File: src/rtl/pipe_ctrl.sv
// rtl/pipe_ctrl.sv - pipeline hold/flush controller with multicycle stall counter and pending-jump latch
// Optional PIPE_CTRL_PERF_EN adds stall/flush performance counters.
module pipe_ctrl #(
  parameter int STAGES = 4,
  parameter int ADDR_W = 32,
  parameter int MC_W   = 6
) (
  input  logic              clk,
  input  logic              rst_n,
  input  logic              jump_req_i,
  input  logic [ADDR_W-1:0] jump_addr_i,
  input  logic              hold_id_req_i,
  input  logic              mc_start_i,
  input  logic [MC_W-1:0]   mc_cycles_i,
  input  logic              bus_busy_i,
  output logic [STAGES-1:0] hold_o,
  output logic [STAGES-1:0] flush_o,
  output logic              jump_o,
  output logic [ADDR_W-1:0] jump_addr_o,
  output logic              mc_busy_o
`ifdef PIPE_CTRL_PERF_EN
  ,
  output logic [31:0]       stall_cnt_o,
  output logic [31:0]       flush_cnt_o
`endif
);

  if (STAGES < 3) begin : g_bad_stages
    $error("pipe_ctrl: STAGES must be at least 3");
  end

  localparam logic [STAGES-1:0] FLUSH_JUMP = {{(STAGES-1){1'b1}}, 1'b0};

  typedef enum logic [2:0] {
    SEL_BUS,
    SEL_MC,
    SEL_JUMP,
    SEL_START,
    SEL_HOLD_ID,
    SEL_IDLE
  } sel_e;

  sel_e              sel;
  logic [MC_W-1:0]   mc_cnt;
  logic              pend;
  logic [ADDR_W-1:0] pend_addr;

  assign mc_busy_o = (mc_cnt != '0);

  always_comb begin
    sel = SEL_IDLE;
    if (bus_busy_i)                               sel = SEL_BUS;
    else if (mc_busy_o)                           sel = SEL_MC;
    else if (pend || jump_req_i)                  sel = SEL_JUMP;
    else if (mc_start_i && (mc_cycles_i != '0))   sel = SEL_START;
    else if (hold_id_req_i)                       sel = SEL_HOLD_ID;
  end

  // Reset value of flush_o marks every pipeline register invalid.
  always_comb begin
    hold_o      = '0;
    flush_o     = '0;
    jump_o      = 1'b0;
    jump_addr_o = '0;
    if (!rst_n) begin
      flush_o = FLUSH_JUMP;
    end else begin
      case (sel)
        SEL_BUS, SEL_MC, SEL_START: hold_o = '1;
        SEL_JUMP: begin
          jump_o      = 1'b1;
          flush_o     = FLUSH_JUMP;
          jump_addr_o = pend ? pend_addr : jump_addr_i;
        end
        SEL_HOLD_ID: begin
          hold_o[0]  = 1'b1;
          hold_o[1]  = 1'b1;
          flush_o[2] = 1'b1;
        end
        default: ;
      endcase
    end
  end

  always_ff @(posedge clk or negedge rst_n) begin
    if (!rst_n) begin
      mc_cnt    <= '0;
      pend      <= 1'b0;
      pend_addr <= '0;
    end else begin
      case (sel)
        SEL_BUS: begin
          if (jump_req_i) begin
            pend      <= 1'b1;
            pend_addr <= jump_addr_i;
          end
        end
        SEL_MC:    mc_cnt <= mc_cnt - MC_W'(1);
        SEL_JUMP: begin
          pend      <= 1'b0;
          pend_addr <= '0;
        end
        // Start cycle is itself a stall cycle, so only mc_cycles_i-1 remain.
        SEL_START: mc_cnt <= mc_cycles_i - MC_W'(1);
        default: ;
      endcase
    end
  end

`ifdef PIPE_CTRL_PERF_EN
  always_ff @(posedge clk or negedge rst_n) begin
    if (!rst_n) begin
      stall_cnt_o <= '0;
      flush_cnt_o <= '0;
    end else begin
      if (hold_o[0]) stall_cnt_o <= stall_cnt_o + 32'd1;
      if (jump_o)    flush_cnt_o <= flush_cnt_o + 32'd1;
    end
  end
`endif

endmodule

File: config.mk
export PLATFORM = sky130hd
export DESIGN_NAME = pipe_ctrl
export DESIGN_NICKNAME = d
export VERILOG_FILES = /design/src/rtl/pipe_ctrl.sv
export SDC_FILE = /design/constraint.sdc
export NUM_CORES = 1
export LEC_CHECK = 0
export ABC_AREA = 1
export BUFFER_PORTS_ARGS = -buffer_cell sky130_fd_sc_hd__buf_2
export CORE_MARGIN = 4
export CORE_UTILIZATION = 50
export DETAILED_ROUTE_END_ITERATION = 10
export PLACE_DENSITY = 0.82
export SLEW_MARGIN = 20
export SYNTH_ARGS = -nofsm -noshare
export SYNTH_HDL_FRONTEND = slang
export SYNTH_SLANG_ARGS = --single-unit
export TNS_END_PERCENT = 50
File: constraint.sdc
create_clock -name clk -period 1.8 [get_ports clk]
set_input_delay 0.09 -clock clk [delete_from_list [all_inputs] [get_ports clk]]
set_output_delay 0.09 -clock clk [all_outputs]
set_load 0.05 [all_outputs]
# Word level (Yosys, flattened, before mapping)
# Index checks and enable logic that the tools add are counted.
classes:
  reduce_logical: 11
  add_sub_neg: 2
  muxes: 21
  eq_ne: 5
op_table:
  columns: ["cell", "count"]
  rows:
  - ["2-to-1 mux 32 bit", 4]
  - ["case mux 32 bit (2 select lines)", 1]
  - ["2-to-1 mux 3 bit", 4]
  - ["case mux 6 bit (2 select lines)", 1]
  - ["nonzero test 6 bit", 2]
  - ["subtractor 6 x 1 -> 6 bit, second input constant", 2]
  - ["2-to-1 mux 4 bit", 2]
  - ["equality test 3 x 2 -> 1 bit, second input constant", 2]
  - ["2-to-1 mux 2 bit", 3]
  - ["2-to-1 mux 1 bit", 5]
  - ["nonzero test 2 bit", 2]
  - ["OR reduction 4 bit", 1]
  - ["equality test 3 x 1 -> 1 bit, second input constant", 1]
  - ["equality test 3 bit, second input constant", 1]
  - ["zero test 3 bit", 1]
  - ["OR reduction 3 bit", 1]
  - ["!= test 2 bit, second input constant", 1]
  - ["case mux 1 bit (2 select lines)", 1]
  - ["AND reduction 2 bit", 1]
  - ["OR reduction 2 bit", 1]
  - ["logical AND 1 bit", 1]
  - ["logical OR 1 bit", 1]
totals:
  out_inout_bits: 42
  elab_cells: 42
  regBits: 39

# Longest topological paths before layout
# Gate-level depths: netlist of run 1.
depth:
  word_depth: 10
  mapped_depth: 13
  depth_no_buf: 13

# Least setup slack after synthesis of run 1
# No wires, ideal clock.
synth_path:
  path_type: "reg2out"
  from: "register pend"
  to: "output port hold_o[1]"
  setup_slack_ns: -0.728
  t_arrival_ns: 2.438
  required_time_ns: 1.710
  n_path_buf: 1
  path_stages_with_launch: 7
  path_cell_list: "dfrtp_1 > nor2_2 > nand2_1 > nand3_4 > nand2_1 > a31oi_1 > buf_4"
synth_between:
  elab_chain_cells: 8
  elab_cells_between_ends: 11
synth_rtl:
  columns: ["item", "line", "rtl"]
  rows:
  - ["from (decl)", "45", "logic pend;"]
  - ["from (signal assigned)", "88", "pend <= 1'b0;"]
  - ["from (signal assigned)", "94", "pend <= 1'b1;"]
  - ["from (signal assigned)", "100", "pend <= 1'b0;"]
  - ["logical OR 1 bit (*)", "54", "else if (pend || jump_req_i) sel = SEL_JUMP;"]
  - ["2-to-1 mux 3 bit (*)", "54", null]
  - ["2-to-1 mux 3 bit (*)", "53", "else if (mc_busy_o) sel = SEL_MC;"]
  - ["2-to-1 mux 3 bit (*)", "52", "if (bus_busy_i) sel = SEL_BUS;"]
  - ["equality test 3 x 2 -> 1 bit, or another cell as far along", "68", "case (sel)"]
  - ["OR reduction 4 bit (no line) (*)", null, null]
  - ["2-to-1 mux 2 bit (*)", "68", null]
  - ["2-to-1 mux 4 bit (*)", "65", "if (!rst_n) begin"]
  - ["to (decl)", "16", "output logic [STAGES-1:0] hold_o,"]
# Mark *: on every way between the ends. The rest lies on a longest branch, timed or not.

# Worst setup path in the final report of run 1
layout_path:
  from: "register mc_cnt[5]"
  to: "output port jump_addr_o[5]"
layout_between:
  elab_chain_cells: 6
layout_rtl:
  columns: ["item", "line", "rtl"]
  rows:
  - ["from (decl)", "44", "logic [MC_W-1:0] mc_cnt;"]
  - ["from (signal assigned)", "98", "SEL_MC: mc_cnt <= mc_cnt - MC_W'(1);"]
  - ["from (signal assigned)", "104", "SEL_START: mc_cnt <= mc_cycles_i - MC_W'(1);"]
  - ["nonzero test 6 bit", "48", "assign mc_busy_o = (mc_cnt != '0);"]
  - ["2-to-1 mux 3 bit", "53", null]
  - ["2-to-1 mux 3 bit", "52", null]
  - ["equality test 3 x 2 -> 1 bit", "68", null]
  - ["2-to-1 mux 32 bit", "68", null]
  - ["2-to-1 mux 32 bit", "65", null]
  - ["to (decl)", "19", "output logic [ADDR_W-1:0] jump_addr_o,"]
# No other way between the ends.

==> results of run 1 <==
-- routing by layer --
layer  up-vias  routed length [µm]
met5         -                   0
met4         0                 217
met3        21                 556
met2       129                4060
met1      1233                2940
li1       1261                   -
-- synth_stat cells --
cell type and number:
buf_4 4, inv_1 44, nand3_4 1, buf_6 3, nand2_4 1, buf_1 2, nand4_4 1, conb_1 1
nand2_1 28, nor2_2 5, a21oi_1 33, buf_2 5, nor2_4 2, nand3b_1 2, nor2_1 72, o21ai_4 1
a31oi_1 1, o21ai_0 35, clkbuf_1 10, xor2_1 1, nand3_1 41, ha_1 1, nand2_2 5, inv_2 1
clkinv_1 1, dfrtp_1 39
-- logic make-up after synthesis --
| family | share of synthesized area |
|---|---|
| xor+xnor | 0.00365 |
| fa+ha+maj | 0.00521 |
| flops | 0.406 |
| other cells | 0.00156 |
| buf+inv | 0.128 |
| compound gates | 0.151 |
| simple gates | 0.304 |
-- per-stage QoR --
step / hold WS [ns] / TNS (ns)
4_1_cts: 0.0572 / -1.77
3_5_place_dp: 0.288 / 0
5_1_grt: 0.0742 / -7.74
2_1_floorplan: -0.206 / -1.57
6_report: 0.0625 / -4.12
3_3_place_gp: 0.284 / 0
-- cell type report --
type	count	area, µm²	area share
Multi-Input combinational cell	231	1420	0.379
Inverter	46	183	0.0488
Timing Repair Buffer	110	980	0.262
Clock buffer	6	82.6	0.0221
Sequential cell	39	977	0.261
Tap cell	52	65.1	0.0174
Clock inverter	2	35.0	0.00936
-- worst max path at each step --
stage,to,slack (ns),cells past startpoint
4_1_cts,jump_addr_o[30],-0.07,9
2_1_floorplan,jump_addr_o[11],-0.06,8
3_5_place_dp,jump_addr_o[10],0.03,9
6_report,jump_addr_o[5],-0.14,9
3_3_place_gp,mc_cnt[2],0.07,10
5_1_grt,jump_addr_o[25],-0.22,9
-- report_power, final --
group | internal, mW | total (mW) | switching, mW
logic | 0.567 | 1.49 | 0.921
clock network | 0.449 | 0.759 | 0.311
registers | 1.07 | 1.22 | 0.154
-- worst min-delay path, stage by stage --
cell and delay, ns:
buf_2 0.09, inv_1 0.05, o21ai_0 0.08
-- flip-flops by register name, summed over array words and instances, names as in the netlist --
signal,cells
mc_cnt,6
pend,1
pend_addr,32
-- timing repair --
action / 4_1_cts / 5_1_grt
setup endpoints to repair: 32 / 43
hold buffers: 1 / 0
pin swaps: 7 / 4
hold endpoints to repair: 39 / 0
setup buffers: 9 / 1
gates resized for setup: 85 / 15
gates cloned: 2 / 1
-- placed cells by master (no fill, tap or decap), drive strengths merged --
cell type    instances
conb                 1
a31oi                1
nor2                79
a21oi               33
bufinv               1
o21ai               36
dfrtp               39
inv                 45
clkbuf               7
clkinv               2
nand2               34
dlygate4sd3          1
buf                108
ha                   1
nand4                1
nand3b               2
nand3               42
xor2                 1
==> impl_metrics.ini, run 1 <==
[drt]
route.vias.total = 2644
viasPerCell = 5.44
drt_wl_total_um = 7780
dr.pass1.iters = 5
drt_first_iter_violations = 200
wire_per_inst_um = 16.0
ant_nets = 0
detail_route.drc_violations = 0

[sta]
hold_violations = 0
setup-violations-final = 38
final_critical_path_setup_slack_ns = -0.142
relSlewSlack = 0.618
slew_viol_final = 0
fmax_ghz = 0.515
rsz0062_at_grt = true
fin_crit_ns = 1.94
final.setup_skew_ns = 0.00839
min_period_over_period = 1.08
worstMarginPinSlew_ns = 0.573

[yosys]
syn_inst_count = 340
netlist.top_cell.by_area = dfrtp_1
post-synth-top-area-fraction = 0.406
yosys_warnings = 0
synth.lib_cells_used.distinct = 26
summed_instance_area_of_the_synthesized_netlist_mm2 = 0.00240
leading_cell_types_by_total_area_after_synthesis = dfrtp_1, nor2_1, nand3_1
postSynthRegisterBits = 39
synthesis.nets = 385
proportion_of_synthesized_chip_area_in_sequential_cells = 0.406
syn_avg_cell_area_um2 = 7.06

[floorplanning]
core_area_mm2 = 0.00450
starting_utilization_of_the_core_area = 0.533
die_height_um = 77.3
design.portCount = 86
die_w_um = 77.3
dieArea_mm2 = 0.00597
placement_rows = 24

[status]
failed_checks = negative setup slack
run_status = complete, but fails checks

[critical_path]
worstPathArrival_ns = 1.85
crit_path_cell_trace = nor2_4, nand4_4, clkinv_4, nand3_4, nor2_4, inv_6, clkbuf_16, nor2_4, buf_6
r2r-start = mc_cnt[5]
reg2reg_to = mc_cnt[2]
critical_path.endpoint_type = output pin
required_ns = 1.71
cp_num_buf_inv = 4
cp-start-kind = flip-flop
setup.worst_path.class = reg2out
critPathLaunch = mc_cnt[5]
cpPeakStageDelay_ns = 0.41
worst-r2r-cell-count = 11
cell_type_group_with_the_largest_total_delay_on_the_critical_path = simple AND/OR/NAND/NOR gates
slowest_stage = dfrtp_1
crit_fanout = 6
r2r_setup_slack_ns = -0.07
worst_path_most_repeated_cell = nor2_4

[finish]
antenna_cells = 0
final_cells = 486
fillCellCount = 262
final_area_mm2 = 0.00374
layout-area-overhead-vs-synth_pct = 55.8
final_core_occ = 0.831
finish.net_count = 478
layout-drive-gt1-share = 0.403

[placed_design]
placed_wire_length_estimate_um = 4350
dp.cells = 464
place_congestion = 0.839
dp_slack_ns = 0.0337
placement.io_buffers = 84
post_dp_area_mm2 = 0.00312

[clock_tree]
cts.clk_slew.worst_paths_ns = 0.08
cts.htree.levels = 2
cts.path.max_buffers = 2
source_to_sink_clock_delay_at_the_later_pin_of_the_worst_skew_pair_ns = 0.30
clock-root-buffer = clkbuf_8
clock_sinks = 39
cts_tree = yes
tritoncts.num_buffers = 5

[global_routing]
globalRouteTotalUtil = 0.248
grt_start_max_net_pins = 67
met3_usage = 0.0597
first_pass_grt_wire_length_um = 12000
globalRoute.totalOverflow = 0
global_routing_met2_resource_utilization = 0.414
global_route.peak_usage_layer = met2
globalRouteMet1Util = 0.309
grt_pass1_vias = 2586
antenna_found_initial = 0

[worst_hold_path]
whs_endpoint = pend_addr[8]
hold-path-cell-count = 3
hold_class = in2reg
worstHoldStart = jump_addr_i[8]

[flow_run]
maxCapViolCount = 0

[power_and_ir_drop]
power_leakage_nw = 1.82
power.total_mw = 3.47
power_per_cell_area_mw_per_mm2 = 927
peakVddDrop_v = 0.000522
Power figures use the tool's default switching activity.
==> run 2, diff against run 1 <==
--- a/config.mk
+++ b/config.mk
@@ -11,6 +11,7 @@
 export CORE_UTILIZATION = 50
 export DETAILED_ROUTE_END_ITERATION = 10
 export PLACE_DENSITY = 0.82
+export REMOVE_ABC_BUFFERS = 1
 export SLEW_MARGIN = 20
 export SYNTH_ARGS = -nofsm -noshare
 export SYNTH_HDL_FRONTEND = slang
==> impl_metrics.ini, run 2 (same netlist as run 1, synthesis figures left out) <==
[drt]
drt_first_iter_violations = 124
drt_wl_total_um = 6900
ant_nets = 0
detail_route.drc_violations = 0
route.vias.total = 2510
viasPerCell = 5.21
dr.pass1.iters = 5
wire_per_inst_um = 14.3

[finish]
layout-drive-gt1-share = 0.393
final_core_occ = 0.779
top_register = pend_addr
final_area_mm2 = 0.00351
finish.net_count = 474
biggestRegsByFlops = pend_addr x32, mc_cnt x6, pend x1
final_cell_mix = buf_2, inv_1, nand3_1
layout-area-overhead-vs-synth_pct = 46.1
number_of_flip_flops_under_the_largest_register_name = 32
antenna_cells = 0
final_common_cell = buf_2

[critical_path]
crit_end = jump_addr_o[2]
critical_path.endpoint_type = output pin
crit_fanout = 16
setup.worst_path.class = reg2out
worstPathArrival_ns = 1.82
reg2reg_to = mc_cnt[2]
critPathLaunch = mc_cnt[3]
r2r_setup_slack_ns = -0.03
r2r-start = mc_cnt[3]
required_ns = 1.71
cp-start-kind = flip-flop
worst-r2r-cell-count = 11

[global_routing]
globalRouteTotalUtil = 0.217
globalRoute.totalOverflow = 0
grt_start_max_net_pins = 67
antenna_found_initial = 0
grt_pass1_vias = 2276
first_pass_grt_wire_length_um = 10500

[flow_run]
maxCapViolCount = 0

[power_and_ir_drop]
power_leakage_nw = 1.74
peakVddDrop_v = 0.000560
power_per_cell_area_mw_per_mm2 = 894

[sta]
rsz0062_at_grt = true
fin_crit_ns = 1.91
final.setup_skew_ns = 0.00876
final_critical_path_setup_slack_ns = -0.115
fmax_ghz = 0.522
worstMarginPinSlew_ns = 0.527
hold_violations = 0
min_period_over_period = 1.06
relSlewSlack = 0.649
setup-violations-final = 36
slew_viol_final = 0

[floorplanning]
dieArea_mm2 = 0.00597
starting_utilization_of_the_core_area = 0.533
die_w_um = 77.3
placement_rows = 24
design.portCount = 86
die_height_um = 77.3
core_area_mm2 = 0.00450

[clock_tree]
cts.path.max_buffers = 2
cts_tree = yes
tritoncts.num_buffers = 5
cts.clk_slew.worst_paths_ns = 0.08
source_to_sink_clock_delay_at_the_later_pin_of_the_worst_skew_pair_ns = 0.30
clock-root-buffer = clkbuf_8
clock_sinks = 39
cts.htree.levels = 2

[placed_design]
placement.io_buffers = 84
post_dp_area_mm2 = 0.00282
place_congestion = 0.862
placed_wire_length_estimate_um = 4140

[status]
failed_checks = negative setup slack
run_status = complete, but fails checks

[worst_hold_path]
hold_class = in2reg
==> run 2: worst min-delay path by stage <==
stage                     to  slack, ns             from  cells after the start
6_report       pend_addr[14]       0.06  jump_addr_i[14]                      3
5_1_grt         pend_addr[7]       0.06   jump_addr_i[7]                      3
4_1_cts        pend_addr[27]       0.05  jump_addr_i[27]                      3
3_5_place_dp       mc_cnt[4]       0.07            rst_n                      2
3_3_place_gp       mc_cnt[2]       0.06            rst_n                      2
2_1_floorplan      mc_cnt[0]      -0.21            rst_n                      0
==> run 2: worst max-delay path, stage by stage (launching register included) <==
cell	delay, ns
dfrtp_1	0.42
nor2_4	0.16
nand4_4	0.13
clkinv_4	0.07
nand3_4	0.09
nor2_4	0.16
buf_6	0.14
inv_8	0.08
nor2_4	0.13
buf_8	0.16
==> run 2: layout make-up <==
type / instances / area [µm²]
inverter: 46 / 185
fill: 318 / 997
clock inverter: 2 / 12.5
timing repair buffer: 104 / 841
multi-input combinational: 231 / 1330
timing repair inverter: 2 / 22.5
tap: 52 / 65.1
sequential: 39 / 977
clock buffer: 6 / 72.6
==> run 2: per-layer routing <==
layer,GRT usage,part of all wire
met3,0.0504,0.069
met5,0,0
met2,0.345,0.49
met4,0.0765,0.023
met1,0.290,0.42
==> run 2: through the flow <==
| step | TNS, ns | setup WS (ns) | instances | power, mW | hold WS [ns] |
|---|---|---|---|---|---|
| after floorplan | -72.92 | -2.39 | 316 | 1.98 | -0.206 |
| after global placement | 0 | 0.0744 | 461 | 2.26 | 0.0641 |
| after detailed placement | 0 | 0.00549 | 461 | 2.30 | 0.0712 |
| after CTS | -1.35 | -0.0752 | 477 | 3.01 | 0.0482 |
| after global routing | -6.23 | -0.201 | 482 | 3.35 | 0.0644 |
| final | -2.71 | -0.115 | 482 | 3.14 | 0.0627 |
==> run 2: timing repair <==
action                                 4_1_cts  5_1_grt
endpoints found under the hold margin       11        0
setup endpoints to repair                   36       44
gates cloned                                 2        0
pin swaps                                    2        6
hold buffers                                 1        0
setup buffers                                5        5
resized for setup                          100       51
==> run 2: where the power goes <==
group	switching [mW]	internal, mW	leakage [nW]	total [mW]
sequential	0.144	1.07	0.481	1.21
combinational	0.828	0.523	1.21	1.35
clock	0.303	0.271	0.0412	0.573
total	1.28	1.86	1.74	3.14
